[config.mk]
export PLATFORM = sky130hd
export DESIGN_NAME = udp_tx_framer
export DESIGN_NICKNAME = d
export VERILOG_FILES = /design/src/rtl/udp_tx_framer.sv
export SDC_FILE = /design/constraint.sdc
export NUM_CORES = 1
export LEC_CHECK = 0
export CAP_MARGIN = 20
export CORE_ASPECT_RATIO = 1.25
export CORE_UTILIZATION = 55
export DETAILED_ROUTE_END_ITERATION = 10
export PLACE_DENSITY = 0.76
export SLEW_MARGIN = 5
export SYNTH_ARGS = -nofsm -noshare
export SYNTH_HDL_FRONTEND = slang
export SYNTH_SLANG_ARGS = --single-unit
[constraint.sdc]
create_clock -name rgmii_clk -period 5.94 [get_ports rgmii_clk]
set_input_delay 1.188 -clock rgmii_clk [delete_from_list [all_inputs] [get_ports rgmii_clk]]
set_output_delay 1.188 -clock rgmii_clk [all_outputs]
set_load 0.05 [all_outputs]
[src/rtl/udp_tx_framer.sv]
// UDP/IPv4/Ethernet transmit framer producing a GMII byte stream.
// Fixed addressing; payload bytes are pulled from a 1-cycle-latency FIFO.
module udp_tx_framer #(
    parameter logic [47:0] LOCAL_MAC  = 48'ha0_b1_c2_d3_e1_e1,
    parameter logic [47:0] DEST_MAC   = 48'hff_ff_ff_ff_ff_ff,
    parameter logic [31:0] LOCAL_IP   = 32'hC0_A8_01_0B,
    parameter logic [31:0] DEST_IP    = 32'hC0_A8_01_69,
    parameter logic [15:0] LOCL_PORT  = 16'h1F90,
    parameter logic [15:0] DEST_PORT  = 16'h1F90,
    parameter int          IFG_CYCLES = 12
) (
    input  logic        rgmii_clk,
    input  logic        rst,
    input  logic        tx_start,
    input  logic [15:0] tx_length,
    output logic        tx_busy,
    output logic        tx_done,
    output logic        tx_len_err,
    output logic        payload_rd,
    input  logic [7:0]  payload_data,
    output logic        gmii_tx_en,
    output logic [7:0]  gmii_txd
);
    localparam logic [10:0] MIN_PAY  = 11'd18;
    localparam logic [10:0] IFG_LAST = 11'(IFG_CYCLES - 1);

    typedef enum logic [3:0] {
        IDLE, PREAMBLE, ETH_HDR, IP_HDR, UDP_HDR, PAYLOAD, PAD, FCS, IFG
    } state_t;

    state_t       state, state_d;
    logic [10:0]  cnt, cnt_d;
    logic [10:0]  len;
    logic [15:0]  ip_id, ip_csum;
    logic [31:0]  crc;
    logic         tx_en_d, busy_d, done_d, err_d, rd_d;
    logic [7:0]   txd_d;
    logic         len_ok, accept;
    logic [15:0]  total_len, udp_len;
    logic [111:0] eth_hdr;
    logic [159:0] ip_hdr;
    logic [63:0]  udp_hdr;
    logic [31:0]  fcs;
    logic [31:0]  csum_sum;
    logic [16:0]  csum_f1;
    logic [15:0]  csum_f2;

    function automatic logic [31:0] crc_byte(input logic [31:0] c, input logic [7:0] d);
        logic [31:0] r;
        r = c ^ {24'd0, d};
        for (int i = 0; i < 8; i++) begin
            r = r[0] ? ((r >> 1) ^ 32'hEDB8_8320) : (r >> 1);
        end
        return r;
    endfunction

    assign len_ok    = (tx_length != 16'd0) && (tx_length <= 16'd1472);
    assign accept    = (state == IDLE) && tx_start && len_ok;
    assign total_len = {5'd0, len} + 16'd28;
    assign udp_len   = {5'd0, len} + 16'd8;
    assign eth_hdr   = {DEST_MAC, LOCAL_MAC, 16'h0800};
    assign ip_hdr    = {16'h4500, total_len, ip_id, 16'h4000, 16'h8011, ip_csum, LOCAL_IP, DEST_IP};
    assign udp_hdr   = {LOCL_PORT, DEST_PORT, udp_len, 16'h0000};
    assign fcs       = ~crc;

    // Header checksum: the only variable words are total length and id.
    assign csum_sum = 32'h4500 + 32'h4000 + 32'h8011
                    + {16'd0, LOCAL_IP[31:16]} + {16'd0, LOCAL_IP[15:0]}
                    + {16'd0, DEST_IP[31:16]} + {16'd0, DEST_IP[15:0]}
                    + {16'd0, total_len} + {16'd0, ip_id};
    assign csum_f1  = {1'b0, csum_sum[15:0]} + {1'b0, csum_sum[31:16]};
    assign csum_f2  = csum_f1[15:0] + {15'd0, csum_f1[16]};

    // The state/cnt pair names the byte that is loaded onto gmii_txd at the next edge.
    always_comb begin
        state_d = state;
        cnt_d   = cnt + 11'd1;
        tx_en_d = 1'b1;
        txd_d   = 8'h00;
        done_d  = 1'b0;
        err_d   = 1'b0;
        rd_d    = 1'b0;
        case (state)
            IDLE: begin
                tx_en_d = 1'b0;
                cnt_d   = 11'd0;
                if (tx_start) begin
                    if (len_ok) begin
                        tx_en_d = 1'b1;
                        txd_d   = 8'h55;
                        state_d = PREAMBLE;
                        cnt_d   = 11'd1;
                    end else begin
                        err_d = 1'b1;
                    end
                end
            end
            PREAMBLE: begin
                txd_d = (cnt == 11'd7) ? 8'hD5 : 8'h55;
                if (cnt == 11'd7) begin
                    state_d = ETH_HDR;
                    cnt_d   = 11'd0;
                end
            end
            ETH_HDR: begin
                txd_d = eth_hdr[7'd111 - {cnt[3:0], 3'b000} -: 8];
                if (cnt == 11'd13) begin
                    state_d = IP_HDR;
                    cnt_d   = 11'd0;
                end
            end
            IP_HDR: begin
                txd_d = ip_hdr[8'd159 - {cnt[4:0], 3'b000} -: 8];
                if (cnt == 11'd19) begin
                    state_d = UDP_HDR;
                    cnt_d   = 11'd0;
                end
            end
            UDP_HDR: begin
                txd_d = udp_hdr[6'd63 - {cnt[2:0], 3'b000} -: 8];
                // Reads lead the wire by two cycles: strobe, FIFO latency, then capture.
                rd_d  = (cnt == 11'd6) || ((cnt == 11'd7) && (len >= 11'd2));
                if (cnt == 11'd7) begin
                    state_d = PAYLOAD;
                    cnt_d   = 11'd0;
                end
            end
            PAYLOAD: begin
                txd_d = payload_data;
                rd_d  = (cnt + 11'd2) < len;
                if (cnt == len - 11'd1) begin
                    state_d = (len < MIN_PAY) ? PAD : FCS;
                    cnt_d   = 11'd0;
                end
            end
            PAD: begin
                if (cnt == MIN_PAY - 11'd1 - len) begin
                    state_d = FCS;
                    cnt_d   = 11'd0;
                end
            end
            FCS: begin
                txd_d = fcs[{cnt[1:0], 3'b000} +: 8];
                if (cnt == 11'd3) begin
                    state_d = IFG;
                    cnt_d   = 11'd0;
                end
            end
            IFG: begin
                tx_en_d = 1'b0;
                if (cnt == IFG_LAST) begin
                    done_d  = 1'b1;
                    state_d = IDLE;
                    cnt_d   = 11'd0;
                end
            end
            default: begin
                tx_en_d = 1'b0;
                state_d = IDLE;
                cnt_d   = 11'd0;
            end
        endcase
        busy_d = (state != IDLE) || accept;
    end

    always_ff @(posedge rgmii_clk) begin
        if (rst) begin
            state      <= IDLE;
            cnt        <= 11'd0;
            len        <= 11'd0;
            ip_id      <= 16'd0;
            ip_csum    <= 16'd0;
            crc        <= 32'hFFFF_FFFF;
            gmii_tx_en <= 1'b0;
            gmii_txd   <= 8'h00;
            tx_busy    <= 1'b0;
            tx_done    <= 1'b0;
            tx_len_err <= 1'b0;
            payload_rd <= 1'b0;
        end else begin
            state      <= state_d;
            cnt        <= cnt_d;
            gmii_tx_en <= tx_en_d;
            gmii_txd   <= txd_d;
            tx_busy    <= busy_d;
            tx_done    <= done_d;
            tx_len_err <= err_d;
            payload_rd <= rd_d;
            if (accept) begin
                len <= tx_length[10:0];
            end
            if (state == PREAMBLE) begin
                ip_csum <= ~csum_f2;
                crc     <= 32'hFFFF_FFFF;
            end else if (state inside {ETH_HDR, IP_HDR, UDP_HDR, PAYLOAD, PAD}) begin
                crc <= crc_byte(crc, txd_d);
            end
            if ((state == IFG) && (cnt == IFG_LAST)) begin
                ip_id <= ip_id + 16'd1;
            end
        end
    end
endmodule
==> metrics, run 1 <==
status finished, final reports clean; Fmax 170 MHz; Clk pwr share 14.3%; Post-Route Skew 12.9 ps; gr busiest metal met2; largest net degree at the start of global routing 64; Period minus WS final between 5000 and 6000 ps; synthesized cell area about 0.0090 mm²; grt met1 use roughly two fifths; Syn Nets between 1000 and 1500; via-per-instance ratio around 6.2; GPL Wtd Cong 1.00; worst skew pair latency 360 ps; CP Class register to register; met2 usage between 50% and 60%; CTS Sinks between 100 and 150; Design Power 4290 µW; Hold Vio Cnt, Final 0; max cap viols 0; Post-synth EDFFs 0; Lkg Pwr ~0.0038 µW; measured slew at the worst slew-check pin approximately 970 ps; GR Util met3 around 5.1%; total die area ~0.017 mm²; switch share between 40 and 50%; Boundary Pins 40; max-slew violation count 0; crit path max fanout 6; Crit path largest cell delay approximately 400 ps; num rows 52; top_reg_cell synth dfxtp_1; Relative slew margins 34.8%; Initial Util between 50% and 60%; Async S/R FF share, synth 0%; TritonRoute pass-1 iters 5; gr usage total about a third; CTS Buf Count 9; DRC 0; CP bufs+invs 3; most frequent cell after synthesis dfxtp_1; Iter 0 DRT Violations 739; Pint 2420 µW; period utilization 99.2%; Antenna Cells 0; Warnings, synthesis 0; crit-path most repeated cell ha_4; core outline area between 0.015 and 0.02 mm²; Fin Setup TNS 0 ps; combinational share of power 62.1%; top cell type's share of synthesized area a little under a quarter; Post-DP HPWL slightly below 20 mm; pwr dens between 400 and 500 mW/mm²; Slowest cell on crit path or3_4; clk slew on worst S/H paths 70 ps; Worst EP required between 6000 and 7000 ps; Layout area overhead 14.1%; top post-synthesis cells by area dfxtp_1 23%, xnor2_1 9.1%, ha_1 8.9%, nor2_1 4.2%, xor2_1 3.9%; DR vias 8443; Root Driver clkbuf_16; post-synthesis cell type count 97; PortBufs 39; Synth Register Bits a little over 100; die width ~120 µm; ratio of cells with drive above 1 in the final layout a little over an eighth; Seq pwr share around a quarter; TritonCTS clock tree yes; Critical Path AT ~6200 ps; vias in the first global route 8137; CTS HTree Levels 3; Layout Nets 1226; Routed Antenna Nets 0; final wirelength approximately 27 mm; chip height roughly 150 µm; biggest area consumer among synthesized cells dfxtp_1; endpoint class of the critical path register; cts hold-fix bufs 0; GR Overflow Total 0; peak supply drop 0.452 mV; Top delay family on crit path simple AND/OR/NAND/NOR gates; Hold Crit Class register to register; Psw around 1900 µW; sequential fraction of the synthesis area approximately 23%; Util after Layout 63.9%; Synth Area per Inst 8.18 µm²; initial antenna violation count 0; Longest Clk Path Bufs 2; Final Setup Violations 0; Synth top cells by count 103 x dfxtp_1, 102 x nor2_1, 94 x xnor2_1; global-route wire length before repair around 42 mm; Routed WL per cell about 20 µm; Critical Path Source Type register; post-synthesis cell count approximately 1100
## worst reg2reg max path: cells and delay by family (launching register included)
kind / cells / cell delay, ps
AND/OR/NAND/NOR: 13 / 2660
flip-flops: 1 / 330
buffers and inverters: 3 / 250
AO/OA/AOI/OAI: 6 / 1160
adder cells (fa/ha/maj): 7 / 1390
## worst paths after layout
path / slack, ps / to / cells after the start / startpoint
max: 50 / ip_csum[12] / 29 / len[3]
min: 460 / ip_csum[6] / 2 / ip_csum[6]
max reg2reg: 50 / ip_csum[12] / 29 / len[3]
min reg2reg: 460 / ip_csum[6] / 2 / ip_csum[6]
## logic make-up after synthesis
family	synth area share (%)
simple gates	21.3
compound gates	20.1
xor+xnor	16.7
buf+inv	5.35
flops	22.8
fa+ha+maj	9.08
mux	4.66
other cells	0.0415
## cell type report
cell class                      count  area [µm²]
Multi-Input combinational cell    884        6760
Fill cell                        1417        5820
Sequential cell                   103        2070
Timing Repair Buffer               84         723
Tap cell                          216         270
Clock buffer                       11         233
Inverter                           52         195
Clock inverter                      5        65.1
## flip-flops by register name, indices dropped and copies added, names as in the netlist
signal,cells
len,11
gmii_txd,8
cnt,11
tx_done,1
state,4
tx_len_err,1
gmii_tx_en,1
ip_csum,16
tx_busy,1
payload_rd,1
crc,32
ip_id,16
## power by group through the flow
stage          combinational, µW  clock (µW)  sequential (µW)
3_3_place_gp                2560           0             1020
2_1_floorplan               2130           0             1030
4_1_cts                     2640         616             1010
5_1_grt                     2860         646             1030
6_report                    2660         613             1010
3_5_place_dp                2620           0             1030
## layout by cell type, fill, tap and decap left out, drive strengths merged, types with 16 or more instances in the layout
| cell | n |
|---|---|
| dfxtp | 103 |
| nor2 | 102 |
| xnor2 | 100 |
| nand2 | 86 |
| ha | 64 |
| a21oi | 62 |
| inv | 54 |
| o21ai | 54 |
| buf | 46 |
| xor2 | 45 |
| clkdlybuf4s50 | 38 |
| nor3 | 34 |
| nand3 | 30 |
| o211ai | 23 |
| mux2i | 23 |
| nor4 | 19 |
| nor2b | 16 |
## per-layer routing
layer / wire length, µm / up-vias
met3: 1370 / 87
met2: 13100 / 297
met5: 0 / -
met4: 1490 / 0
li1: - / 4031
met1: 11000 / 4028
## stage by stage
stage / cell area, µm² / setup WS, ps / hold slack, ps / cells
2_1_floorplan: 9060 / 36.5 / 420 / 1105
3_3_place_gp: 9710 / 164 / 442 / 1331
3_5_place_dp: 9710 / -4.63 / 448 / 1331
4_1_cts: 10000 / 36.1 / 458 / 1348
5_1_grt: 10300 / -263 / 484 / 1355
6_report: 10300 / 50.3 / 460 / 1355
## what timing repair did
| item | CTS | global route |
|---|---|---|
| pin swaps | 1 | 24 |
| gates resized for setup | 2 | 45 |
| setup buffers | 1 | 7 |
| endpoints found under the hold margin | 0 | 0 |
| endpoints found under the setup margin | 3 | 11 |
Power figures use the tool's default switching activity.
==> inputs of run 2 (changes only) <==
- SLEW_MARGIN: 5 -> 20
==> results of run 2 <==
The final DEF is identical to that of run 1; final timing and power are the same.
==> inputs of run 3 (changes only) <==
- SLEW_MARGIN: 20 -> default
==> results of run 3 <==
The final DEF is identical to that of run 1; final timing and power are the same.
